==> src/rtl/calc_pkg.sv <==
// Shared calculator datapath types and constants.
package calc_pkg;
  typedef enum logic [1:0] {IDLE, ADD, NEG, DONE} sm_add_state_t;
  localparam logic SIGN_POS = 1'b1;
endpackage

==> src/rtl/serial_fa.sv <==
// One-bit full adder with a registered carry; clr preloads the carry for a new pass.
module serial_fa (
  input  logic clk,
  input  logic rst_n,
  input  logic clr,
  input  logic cin_init,
  input  logic a,
  input  logic b,
  output logic s,
  output logic cout
);
  logic c_q;

  assign s    = a ^ b ^ c_q;
  assign cout = (a & b) | (c_q & (a ^ b));

  always_ff @(posedge clk or negedge rst_n) begin
    if (!rst_n)   c_q <= 1'b0;
    else if (clr) c_q <= cin_init;
    else          c_q <= cout;
  end
endmodule

==> src/rtl/sm_serial_adder.sv <==
// Bit-serial sign-magnitude adder: one LSB-first pass of |A| +/- |B|, plus an
// optional two's-complement negate pass when |A| < |B| on differing signs.
module sm_serial_adder
  import calc_pkg::*;
#(
  parameter int Width = 4
) (
  input  logic             clk,
  input  logic             rst_n,
  input  logic             start,
  input  logic [Width-1:0] a_mag,
  input  logic             a_pos,
  input  logic [Width-1:0] b_mag,
  input  logic             b_pos,
  output logic             busy,
  output logic             done,
  output logic [Width-1:0] sum_mag,
  output logic             sum_pos,
  output logic             overflow
);
  localparam int CW = $clog2(Width) + 1;

  sm_add_state_t    state_q, state_d;
  logic [Width-1:0] a_sh, b_sh, r_sh, r_next;
  logic [CW-1:0]    cnt;
  logic             diff_q, a_pos_q, b_pos_q;
  logic             accept, last, finish;
  logic             fa_a, fa_b, fa_s, fa_cout, fa_clr, fa_cin;

  assign accept = (state_q == IDLE) && start;
  assign last   = (cnt == CW'(Width - 1));
  assign busy   = (state_q == ADD) || (state_q == NEG);
  assign done   = (state_q == DONE);
  assign r_next = {fa_s, r_sh[Width-1:1]};
  assign finish = (state_d == DONE) && (state_q != DONE);

  // Carry is reloaded at the end of ADD too, seeding the +1 of the negate pass.
  assign fa_clr = accept || ((state_q == ADD) && last);
  assign fa_cin = accept ? (a_pos != b_pos) : 1'b1;

  always_comb begin
    fa_a = a_sh[0];
    fa_b = b_sh[0] ^ diff_q;
    if (state_q == NEG) begin
      fa_a = ~r_sh[0];
      fa_b = 1'b0;
    end
  end

  serial_fa u_fa (
    .clk      (clk),
    .rst_n    (rst_n),
    .clr      (fa_clr),
    .cin_init (fa_cin),
    .a        (fa_a),
    .b        (fa_b),
    .s        (fa_s),
    .cout     (fa_cout)
  );

  always_comb begin
    state_d = state_q;
    unique case (state_q)
      IDLE:    if (start) state_d = ADD;
      ADD:     if (last)  state_d = (diff_q && !fa_cout) ? NEG : DONE;
      NEG:     if (last)  state_d = DONE;
      DONE:    state_d = IDLE;
      default: state_d = IDLE;
    endcase
  end

  always_ff @(posedge clk or negedge rst_n) begin
    if (!rst_n) state_q <= IDLE;
    else        state_q <= state_d;
  end

  always_ff @(posedge clk or negedge rst_n) begin
    if (!rst_n) begin
      a_sh     <= '0;
      b_sh     <= '0;
      r_sh     <= '0;
      cnt      <= '0;
      diff_q   <= 1'b0;
      a_pos_q  <= 1'b0;
      b_pos_q  <= 1'b0;
      sum_mag  <= '0;
      sum_pos  <= 1'b0;
      overflow <= 1'b0;
    end else begin
      if (accept) begin
        a_sh    <= a_mag;
        b_sh    <= b_mag;
        r_sh    <= '0;
        cnt     <= '0;
        diff_q  <= (a_pos != b_pos);
        a_pos_q <= a_pos;
        b_pos_q <= b_pos;
      end else if (busy) begin
        a_sh <= a_sh >> 1;
        b_sh <= b_sh >> 1;
        r_sh <= r_next;
        cnt  <= last ? '0 : cnt + CW'(1);
      end
      if (finish) begin
        sum_mag  <= r_next;
        // A zero magnitude is always reported as non-negative.
        sum_pos  <= (r_next == '0)      ? SIGN_POS :
                    (state_q == NEG)    ? b_pos_q  : a_pos_q;
        overflow <= (state_q == ADD) && !diff_q && fa_cout;
      end
    end
  end
endmodule

==> config.mk <==
export PLATFORM = sky130hd
export DESIGN_NAME = sm_serial_adder
export DESIGN_NICKNAME = d
export VERILOG_FILES = /design/src/rtl/calc_pkg.sv /design/src/rtl/serial_fa.sv /design/src/rtl/sm_serial_adder.sv
export SDC_FILE = /design/constraint.sdc
export NUM_CORES = 1
export LEC_CHECK = 0
export ABC_CLOCK_PERIOD_IN_PS = 2400
export CORE_MARGIN = 8
export CORE_UTILIZATION = 47
export CTS_CLUSTER_SIZE = 14
export DETAILED_ROUTE_END_ITERATION = 7
export GPL_ROUTABILITY_DRIVEN = 0
export PLACE_DENSITY = 0.71
export SYNTH_ARGS = -nofsm -noshare
export SYNTH_HDL_FRONTEND = slang
export SYNTH_SLANG_ARGS = --single-unit
==> constraint.sdc <==
create_clock -name clk -period 2.4 [get_ports clk]
set_clock_uncertainty 0.05 [all_clocks]
set_input_delay 0.48 -clock clk [delete_from_list [all_inputs] [get_ports clk]]
set_output_delay 0.48 -clock clk [all_outputs]
set_load 0.02 [all_outputs]
# Word-level counts from Yosys, hierarchy flattened
# Cells that the tools add are included.
[classes]
addsub = 1
n_mul = 0
div = 0
n_lt_le_gt_ge = 0
eq_ne = 7
n_shift = 0
muxes = 20
bitwise = 7
n_reduce_logical = 13
[ops]
columns = ["op", "count"]
rows = [
  ["4-bit 2-to-1 mux", 6],
  ["3-bit 2-to-1 mux", 3],
  ["2-bit case mux with 4 select lines", 1],
  ["1-bit 2-to-1 mux", 7],
  ["2-bit == test, second input constant", 3],
  ["1-bit logical AND", 6],
  ["2-bit 2-to-1 mux", 3],
  ["4-bit logical NOT", 1],
  ["3-bit by 1-bit adder with 3-bit output, second input constant", 1],
  ["3-bit by 2-bit == test with 1-bit output, second input constant", 1],
  ["1-bit XOR", 3],
  ["1-bit AND", 2],
  ["2-bit by 1-bit == test with 1-bit output, second input constant", 1],
  ["1-bit logical NOT", 2],
  ["2-bit logical NOT", 1],
  ["1-bit logical OR", 2],
  ["2-bit inequality test, second input constant", 1],
  ["2-bit nonzero test", 1],
  ["1-bit inequality test", 1],
  ["1-bit inverter", 1],
  ["1-bit OR", 1],
]
[totals]
register_bits = 27
latch_bits = 0
ramBits = 0
mem_bits_ro = 0
out_inout_bits = 8
elab_cells = 60
memories = 0

# Logic depth before layout (Yosys ltp)
[logic_depth]
word_depth = 12
depth_mapped = 9

# By module
# A second synthesis with hierarchy kept.
[hier_totals]
hier_cells = 121
area_unflattened_um2 = 1396.3
[modules_own_cells]
columns = ["mod", "instances", "cells_each", "area_each_um2"]
rows = [
  ["sm_serial_adder", 1, 118, 1336.3],
  ["serial_fa", 1, 3, 60.1],
]

# Least setup slack after synthesis
# OpenSTA, ideal clock, no wires.
[synth_timing]
kind = "register to register"
startpoint = "reg state_q[0]"
endpoint = "reg overflow"
setup_ns = 0.125
arrival_time_ns = 2.107
required_ns = 2.225
setup_slack_ns = 0.118
path_stages_with_launch = 10
period_less_slack_ns = 2.282
cell_sequence = "dfrtp_1 -> inv_1 -> ha_1 -> buf_6 -> mux2i_1 -> fa_1 -> inv_1 -> a221oi_2 -> o211ai_4 -> mux2_2"
[synth_via]
elab_chain_len = 12
[synth_lines]
columns = ["item", "line_no", "rtl"]
rows = [
  ["from (decl)", "sm_serial_adder.sv:23", "sm_add_state_t state_q, state_d;"],
  ["from (signal assigned)", "sm_serial_adder.sv:74", "else state_q <= state_d;"],
  ["2-bit == test", "sm_serial_adder.sv:44, sm_serial_adder.sv:63", ""],
  ["1-bit 2-to-1 mux", "sm_serial_adder.sv:44", "if (state_q == NEG) begin"],
  ["1-bit XOR", "serial_fa.sv:15", "assign cout = (a & b) | (c_q & (a ^ b));"],
  ["1-bit AND", "serial_fa.sv:15", ""],
  ["1-bit OR", "serial_fa.sv:15", ""],
  ["1-bit logical NOT", "sm_serial_adder.sv:65", "ADD: if (last) state_d = (diff_q && !fa_cout) ? NEG : DONE;"],
  ["1-bit logical AND", "sm_serial_adder.sv:65", ""],
  ["1-bit 2-to-1 mux", "sm_serial_adder.sv:65", ""],
  ["2-bit 2-to-1 mux", "sm_serial_adder.sv:65", ""],
  ["2-bit case mux with 4 select lines", "sm_serial_adder.sv:63", "unique case (state_q)"],
  ["2-bit == test", "sm_serial_adder.sv:35", "assign finish = (state_d == DONE) && (state_q != DONE);"],
  ["1-bit logical AND", "sm_serial_adder.sv:35", ""],
  ["to (signal assigned)", "sm_serial_adder.sv:109", "overflow <= (state_q == ADD) && !diff_q && fa_cout;"],
  ["to (decl)", "sm_serial_adder.sv:19", "output logic overflow"],
]
# Parallel ways exist; a longest one is shown, timed or not.
# A chain may end at the register's enable or synchronous reset.

# Worst setup path after layout
[layout_timing]
startpoint = "reg state_q[0]"
endpoint = "reg sum_mag[1]"
[layout_via]
elab_chain_len = 12
[layout_lines]
columns = ["item", "line_no", "rtl"]
rows = [
  ["2-bit == test", "sm_serial_adder.sv:44, sm_serial_adder.sv:63", ""],
  ["1-bit 2-to-1 mux", "sm_serial_adder.sv:44", ""],
  ["1-bit XOR", "serial_fa.sv:15", ""],
  ["1-bit AND", "serial_fa.sv:15", ""],
  ["1-bit OR", "serial_fa.sv:15", ""],
  ["1-bit logical NOT", "sm_serial_adder.sv:65", ""],
  ["1-bit logical AND", "sm_serial_adder.sv:65", ""],
  ["1-bit 2-to-1 mux", "sm_serial_adder.sv:65", ""],
  ["2-bit 2-to-1 mux", "sm_serial_adder.sv:65", ""],
  ["2-bit case mux with 4 select lines", "sm_serial_adder.sv:63", ""],
  ["2-bit == test", "sm_serial_adder.sv:35", ""],
  ["1-bit logical AND (*)", "sm_serial_adder.sv:35", ""],
  ["to (signal assigned)", "sm_serial_adder.sv:105", "sum_mag <= r_next;"],
  ["to (decl)", "sm_serial_adder.sv:17", "output logic [Width-1:0] sum_mag,"],
]
# Mark *: on every way between the ends. The rest lies on a longest branch, timed or not.

==> metrics.txt <==
IO Count 21; Die Area 4881 um^2; HP Class input port to asynchronous set/reset pin; Psw 0.6999 mW; fin area 1678 um^2; Req. time, crit path 2.59 ns; Slowest cell on crit path fa_1; Power per Cell Area 1095 nW/um^2; Setup crit start kind register; Routed WL 2514 um; setup violators final 0; Overall Power 1.837 mW; Crit Path Class register to register; CP most frequent cell inv_1; top achievable clock speed 436.2 MHz; total track usage 11.03%; Vias/cell 5.211; Final HPWL DP 1866 um; filler instances 231; Sw Share 38.10%; critical path, cell by cell inv_1, ha_2, mux2i_1, fa_1, inv_1, a221oi_4, o211ai_4, mux2_2; most common cell in the netlist dfrtp_1; Seq cells post-synth 27; Worst-path clk slew 0.14 ns; CORE AREA 2758 um^2; Critical R2R Launch state_q[0]; path depth of the worst reg2reg path 8; max-slew violations 0; EDFF count, synth 0; Tcrit/Tclk final 95.52%; Synth top area share 49.54%; Worst Path Arrival 2.48 ns; Remaining DRCs 0; Routed Antenna Nets 0; top post-synthesis cells by count 27 x dfrtp_1, 13 x mux2i_1, 11 x nand2_1, 11 x nor2_1; layout cells sized above 1 18.75%; CTS Buffer Depth 2; crit path capture type register; port buffer count 20; part of the power in combinational logic 49.2%; Netlist cell types 27; DR iter-0 viols 37; initial antenna violation count 0; Yosys top cell by area dfrtp_1; Pre-Repair DR Iteration Count 3; Slew headroom 72.70%; CTS tree yes; power share of the sequential group 40.1%; Max stage delay on crit path 0.44 ns; status complete, no violations; vias in the first global route 980; cells after synthesis 117; # diodes 0; CTS hold repair buffers 0; CP top delay family adder cells; LEAKAGE 0.7494 nW; placement-stage cell area 1632 um^2; first-pass GRT wire length 4374 um; register-to-register setup slack 0.11 ns; Clk pwr share 10.7%; Syn Nets 137; Critical path buffers and inverters 2; FP Rows 19; ys async rst share 100.0%; Vias 912; Syn-to-layout area delta 23.03%; internal power 1.137 mW; Seq/Total Area, Yosys 49.54%; Mapped Area 1364 um^2; synth top area cells dfrtp_1 50%, mux2i_1 9.5%, mux2_2 6.6%; Tightest Pin Transition 0.4096 ns; largest net degree at the start of global routing 28; Primary FF master, synth dfrtp_1; Synth Area per Inst 11.66 um^2; CP max FO 6; WL per Instance 14.37 um; Initial Util 49.46%; CTS root buf clkbuf_4; Final min period 2.293 ns; Worst R2R End sum_mag[1]; cts bufs inserted 3; H-tree depth 1; gr ovfl total 0; clk sinks 27; VDD IR max 0.0006709 V; Yosys warning count 0; endpoints failing hold 0; Final #Nets 165; Max Cap Viol 0; clk_lat worst skew 0.33 ns; die extent in x 69.87 um; Die Height 69.87 um
registers in the layout, indices dropped and copies added (netlist names), 2 cells and up:
signal,count
a_sh,4
b_sh,4
r_sh,4
sum_mag,4
cnt,3
state_q,2
layout by cell type, fill, tap and decap left out, drive strengths merged:
master	synthesis	final
dfrtp	27	27
o21bai	1	1
nor2	11	11
o211ai	1	1
o21ai	8	8
or2	1	1
clkdlybuf4s50	0	19
mux2i	13	13
xnor2	2	2
dlygate4sd2	0	1
nand2	11	11
a22oi	2	2
and2	1	1
o21a	1	1
ha	6	6
inv	5	5
a221oi	1	1
clkbuf	4	4
nand2b	4	4
a21oi	2	2
buf	2	9
fa	1	1
mux2	8	8
nand3b	3	3
o41ai	1	1
nor4bb	1	1
power groups by stage:
stage                     combinational (mW)  clock (mW)  sequential [mW]
final                                  0.904       0.196            0.737
after global routing                    1.01       0.227            0.763
after CTS                              0.882       0.210            0.743
after detailed placement               0.885           0            0.752
after global placement                 0.866           0            0.743
after floorplan                        0.603           0            0.756
how the worst max path moves through the flow:
stage,startpoint,to,slack [ns],cells after the start
floorplan,state_q[0],overflow,0.12,9
global placement,state_q[0],sum_mag[0],0.14,8
detailed placement,state_q[0],sum_mag[1],0.03,8
CTS,state_q[0],sum_mag[1],0.01,8
global route,state_q[0],sum_mag[0],-0.0002,8
finish,state_q[0],sum_mag[1],0.11,8
routing by layer:
metal / global-route usage (%) / share of wire (%) / vias to the layer above
met4: 5.357 / 2.2 / 0
met1: 12.47 / 44 / 441
met5: 0 / 0 / -
met3: 4.379 / 5.1 / 5
li1: - / - / 450
met2: 17.66 / 48 / 16
final cells by class:
class                           count  area, um^2  share of cell area, %
Sequential cell                    27       675.6                  40.27
Timing Repair Buffer               29       266.5                  15.88
Clock buffer                        4       26.28                  1.566
Inverter                            5       18.77                  1.119
Tap cell                           31       38.79                  2.312
Multi-Input combinational cell     79       651.9                  38.85
cells by family after synthesis:
logic type               share of synthesized area, %
AO/OA/AOI/OAI                                   9.542
XOR/XNOR                                        1.285
adder cells (fa/ha/maj)                         6.972
buffers and inverters                           3.669
flip-flops                                      49.54
multiplexers                                    16.15
AND/OR/NAND/NOR                                 12.84
stage by stage:
stage          hold slack, ns  instances  worst slack (ns)  util (%)    TNS (ns)
6_report               0.4493        175            0.1075     60.84           0
5_1_grt                0.4414        175        -0.0001958     60.84  -0.0001958
4_1_cts                0.4441        174           0.01483     60.07           0
3_5_place_dp           0.4461        170           0.02934     59.17           0
3_3_place_gp           0.4381        170            0.1352     59.17           0
2_1_floorplan          0.1344        117            0.1182         -           0
timing repair:
item | in CTS | in global routing
buffers inserted | 0 | 1
pin swaps | 0 | 1
gates resized for setup | 1 | 2
setup endpoints to repair | 1 | 6
No activity file was read; power rests on OpenSTA's default activity.
==> variant 1: new RTL, same settings <==
Change the parameter `Width` from 4 to 2.
--- a/src/rtl/sm_serial_adder.sv
+++ b/src/rtl/sm_serial_adder.sv
@@ -5,3 +5,3 @@
 #(
-  parameter int Width = 4
+  parameter int Width = 2
 ) (
Ports: changed (resized a_mag, b_mag and sum_mag); port bits go from 21 to 15. The function was not compared with the original's and may differ.
==> variant 1 against the unedited design <==
Sequential cell count is 9 lower; area after synthesis down 31%; power decreased by 6.0%; maximum frequency rose by 0.24%; cell area down 30%; worst setup slack improved by 5.4 ps; wire length decreased by 27%; critical path type is now flop to output port; largest cell class is now multi-input combinational cells; largest power group unchanged; highest routed layer unchanged.
==> variant 1: results (changes against the unedited design) <==
OUTCOME
----------------------------------------------------------------------------
Outcome ....................................................... finished, final reports clean

GLOBAL ROUTE
----------------------------------------------------------------------------
All-layer global routing usage ................................        12.2%   +1.2 points
Via count of the first global-routing pass ....................          745   -24%
Maximum number of pins on one net before global-route repair ..           19   -32%
Wire length of the first global-routing pass ..................      3.29 mm   -25%

PWR
----------------------------------------------------------------------------
Static power due to leakage ...................................     0.580 nW   -23%
Switching power ...............................................     0.682 mW   -2.5%
Internal Pwr Total ............................................      1.05 mW   -8.1%

LOGIC SYNTHESIS
----------------------------------------------------------------------------
Yosys reg bits ................................................           18   -33%
Synth top cells by count ...................................... sky130_fd_sc_hd__dfrtp_1 (18), sky130_fd_sc_hd__nand2_1 (15), sky130_fd_sc_hd__inv_1 (6), sky130_fd_sc_hd__nor2_1 (6)
Average cell area after synthesis .............................   11.2 sq um   -3.8%
Count of distinct cell types in the synthesized netlist .......           26   -3.7%
Synth area leaders ............................................ sky130_fd_sc_hd__dfrtp_1 (48%), sky130_fd_sc_hd__ha_1 (6.6%), sky130_fd_sc_hd__mux2_4 (6.4%)
Seq/Total Area, Yosys .........................................        47.8%   -1.7 points
Net count after synthesis .....................................           99   -28%

LAYOUT
----------------------------------------------------------------------------
Clock network area share ......................................        3.08%   +1.5 points
Fraction of layout cells with a size suffix above 1 ...........        17.3%   -1.4 points
Fraction of area in multi-input gates .........................        39.4%   +0.57 points
Non-clk invs ..................................................            6   +1
Non-clock buffer contribution to total cell area ..............        14.5%   -1.4 points
Sequential portion of the cell area ...........................        38.3%   -2.0 points
Number of buffers outside the clock class in the layout .......           18   -38%
Number of nets in the finished design .........................          120   -27%
Final Core Density ............................................        61.3%   +0.42 points
Multi-input comb cells ........................................           58   -27%
Filler Cells Inserted .........................................          182   -21%

CRITICAL PATH
----------------------------------------------------------------------------
Critical Path Fanout Max ......................................            4   -2
Slowest library cell on the worst path ........................ sky130_fd_sc_hd__clkdlybuf4s50_1
Biggest cell delay along the critical path ....................       610 ps   +170 ps
CP Data Arrival Time ..........................................      1760 ps   -720 ps

PLACEMENT
----------------------------------------------------------------------------
Cell Count Post-Placement .....................................          127   -25%
Pre-CTS setup slack ...........................................      85.0 ps   +55.7 ps
Half-perimeter wire length after placement ....................      1.41 mm   -24%
Post-DP Area .................................................. 0.00114 sq mm   -30%
Total of buffers placed on input and output ports .............           14   -30%

CLOCKING
----------------------------------------------------------------------------
Clock transition at path regs .................................       110 ps   -30 ps
Clock network latency to the later pin of the worst-skew pair .       300 ps   -30 ps

DETAILED ROUTING
----------------------------------------------------------------------------
Iteration-0 DRC count of the detailed router ..................            9   -76%
Via Count .....................................................          650   -29%
DR pass1 iterations ...........................................            2   -1

TIMING
----------------------------------------------------------------------------
Normalized max-slew margin ....................................        72.9%   +0.22 points

FLOORPLANNING
----------------------------------------------------------------------------
Cell row count ................................................           16   -3

variant 1: path summary, 6_finish.rpt:
| check | from | endpoint | slack, ps | depth (start not counted) |
|---|---|---|---|---|
| hold / removal | rst_n | overflow | 440 | 2 |
| setup reg to reg | state_q[0] | sum_mag[0] | 110 | 8 |
| max in group asynchronous | rst_n | r_sh[0] | 1660 | 2 |
| min in group clk | a_pos_q | a_pos_q | 450 | 2 |
| setup / recovery | state_q[1] | busy | 110 | 3 |
| hold reg to reg | a_pos_q | a_pos_q | 450 | 2 |
variant 1: layer usage:
layer	up-vias	track usage [%]	routed length [um]
met1	314	13.6	809
met3	5	2.97	70
met4	0	6.98	38
li1	318	-	-
met2	13	20.7	908
met5	-	0	0
variant 1: cell families after synthesis:
logic type	Yosys count	synth area share, %
adder cells (fa/ha/maj)	6	8.77
multiplexers	10	12.9
flip-flops	18	47.8
AND/OR/NAND/NOR	30	16.7
AO/OA/AOI/OAI	9	7.84
buffers and inverters	8	3.19
XOR/XNOR	3	2.79
==> variant 2: new RTL, config.mk and constraints unchanged <==
Without the edit above. Encoding of `sm_add_state_t`: now one-hot (4 bits for 4 states).
--- a/src/rtl/calc_pkg.sv
+++ b/src/rtl/calc_pkg.sv
@@ -2,3 +2,3 @@
 package calc_pkg;
-  typedef enum logic [1:0] {IDLE, ADD, NEG, DONE} sm_add_state_t;
+  typedef enum logic [3:0] {IDLE = 4'b0001, ADD = 4'b0010, NEG = 4'b0100, DONE = 4'b1000} sm_add_state_t;
   localparam logic SIGN_POS = 1'b1;
Behaviour: same outputs for any inputs over 10 cycles, from zero or initial values and one cycle with rst_n low; not proved beyond that.
==> variant 2 against the unedited design <==
Cell area shrank 0.67%; power shrank 2.9%; final cell count grew 2.9%; area after synthesis shrank 4.2%; synthesized cell count grew 0.85%; non-clock buffer count is the same; worst hold slack lost 2.0 ps; wire length grew 8.3%; largest power group is now sequential cells; global-route usage grew 2.1 points; count of clock-buffer cells in the layout grew 3; sequential cell count grew 2; worst setup slack lost 13 ps.
==> variant 2: results (changes against the unedited design) <==
DETAILED ROUTING
---------------------------------------------------------------------------
Routed length on met3 ........................................       125 um   -3.1%
Detailed-routing wirelength on met1 ..........................      1.18 mm   +6.2%
Mean number of vias per cell .................................         5.43   +4.2%
DR pass1 iterations ..........................................            4   +1

HOLD PATH
---------------------------------------------------------------------------
Hold path cells ..............................................            2
Worst hold path class ........................................ flop to flop

LOGIC SYNTHESIS
---------------------------------------------------------------------------
Net count after synthesis ....................................          133   -2.9%
Seq/Total Area, Yosys ........................................        55.7%   +6.1 points
Share of synthesized area spent on multiplexers ..............        7.66%   -8.5 points
Post-Synth XOR/XNOR Area .....................................        2.01%   +0.73 points
Synth top cells by count ..................................... sky130_fd_sc_hd__dfrtp_1 (28), sky130_fd_sc_hd__nand2_1 (26), sky130_fd_sc_hd__a21oi_1 (7)
Average cell area after synthesis ............................   11.1 sq um   -5.0%
Post-Synth Adder-Cell Area ...................................        2.49%   -4.5 points
Complex-gate fraction of the synthesized area ................        13.5%   +4.0 points
Synth area leaders ........................................... sky130_fd_sc_hd__dfrtp_1 (54%), sky130_fd_sc_hd__nand2_1 (7.5%), sky130_fd_sc_hd__mux2_4 (6.9%)

PLACEMENT
---------------------------------------------------------------------------
Post-DP Area ................................................. 0.00160 sq mm   -2.1%
Pre-CTS setup slack ..........................................      70.2 ps   +40.8 ps
Half-perimeter wire length after placement ...................      2.09 mm   +12%

TIMING
---------------------------------------------------------------------------
Worst hold slack .............................................       447 ps   -1.98 ps
Normalized max-slew margin ...................................        67.4%   -5.3 points

CRITICAL PATH
---------------------------------------------------------------------------
RR Startpoint ................................................   state_q[0]
Endpoint of the worst-slack reg-to-reg timing path ...........   sum_mag[2]
Slowest library cell on the worst path ....................... sky130_fd_sc_hd__dfstp_2
Top Family by Delay on Critical Path .........................   flip-flops
CP Data Arrival Time .........................................      2460 ps   -20 ps
Biggest cell delay along the critical path ...................       590 ps   +150 ps
Critical Path Fanout Max .....................................            7   +1

GLOBAL ROUTE
---------------------------------------------------------------------------
All-layer global routing usage ...............................        13.1%   +2.1 points
Wire length of the first global-routing pass .................      4.53 mm   +3.6%
Maximum number of pins on one net before global-route repair .           30   +7.1%
Via count of the first global-routing pass ...................          988   +0.82%

CLOCKING
---------------------------------------------------------------------------
Clock transition at path regs ................................        80 ps   -60 ps
H-tree levels ................................................            2   +1
Number of buffers created by CTS .............................            5   +2

LAYOUT
---------------------------------------------------------------------------
Fraction of layout cells with a size suffix above 1 ..........        18.8%   +0.042 points
Final Instance Count excl. Fillers ...........................          180   +2.9%

PWR
---------------------------------------------------------------------------
Net switching fraction of the power ..........................        36.1%   -2.0 points
Worst voltage drop across the vdd grid .......................       751 uV   +12%
Static power due to leakage ..................................     0.792 nW   +5.6%

OUTCOME
---------------------------------------------------------------------------
Outcome ...................................................... finished, final reports clean

variant 2: changes by cell type after synthesis, sizes merged, moves of 5 or more:
cell and change:
nand2 +15, mux2i -12, o21ai -6, a21oi +5
a22o +5, ha -5, nor2 -5
variant 2: layout make-up:
type | instances | area [sq um]
fillers | 234 | 1040
flip-flops and latches | 29 | 727
multi-input cells | 81 | 553
repair buffers | 29 | 282
clock buffers | 7 | 55.1
well taps | 31 | 38.8
inverters | 3 | 11.3
variant 2: power by group through the flow:
| stage | clock network (mW) | logic, mW | registers [mW] |
|---|---|---|---|
| 4_1_cts | 0.304 | 0.721 | 0.775 |
| 3_3_place_gp | 0 | 0.694 | 0.772 |
| 3_5_place_dp | 0 | 0.722 | 0.785 |
| 6_report | 0.292 | 0.714 | 0.777 |
| 2_1_floorplan | 0 | 0.450 | 0.776 |
| 5_1_grt | 0.324 | 0.791 | 0.798 |
variant 2: routing by layer:
layer	up-vias	global-route usage [%]
met5	-	0
met4	0	6.02
met3	8	4.20
met2	13	21.1
met1	483	15.6
li1	473	-
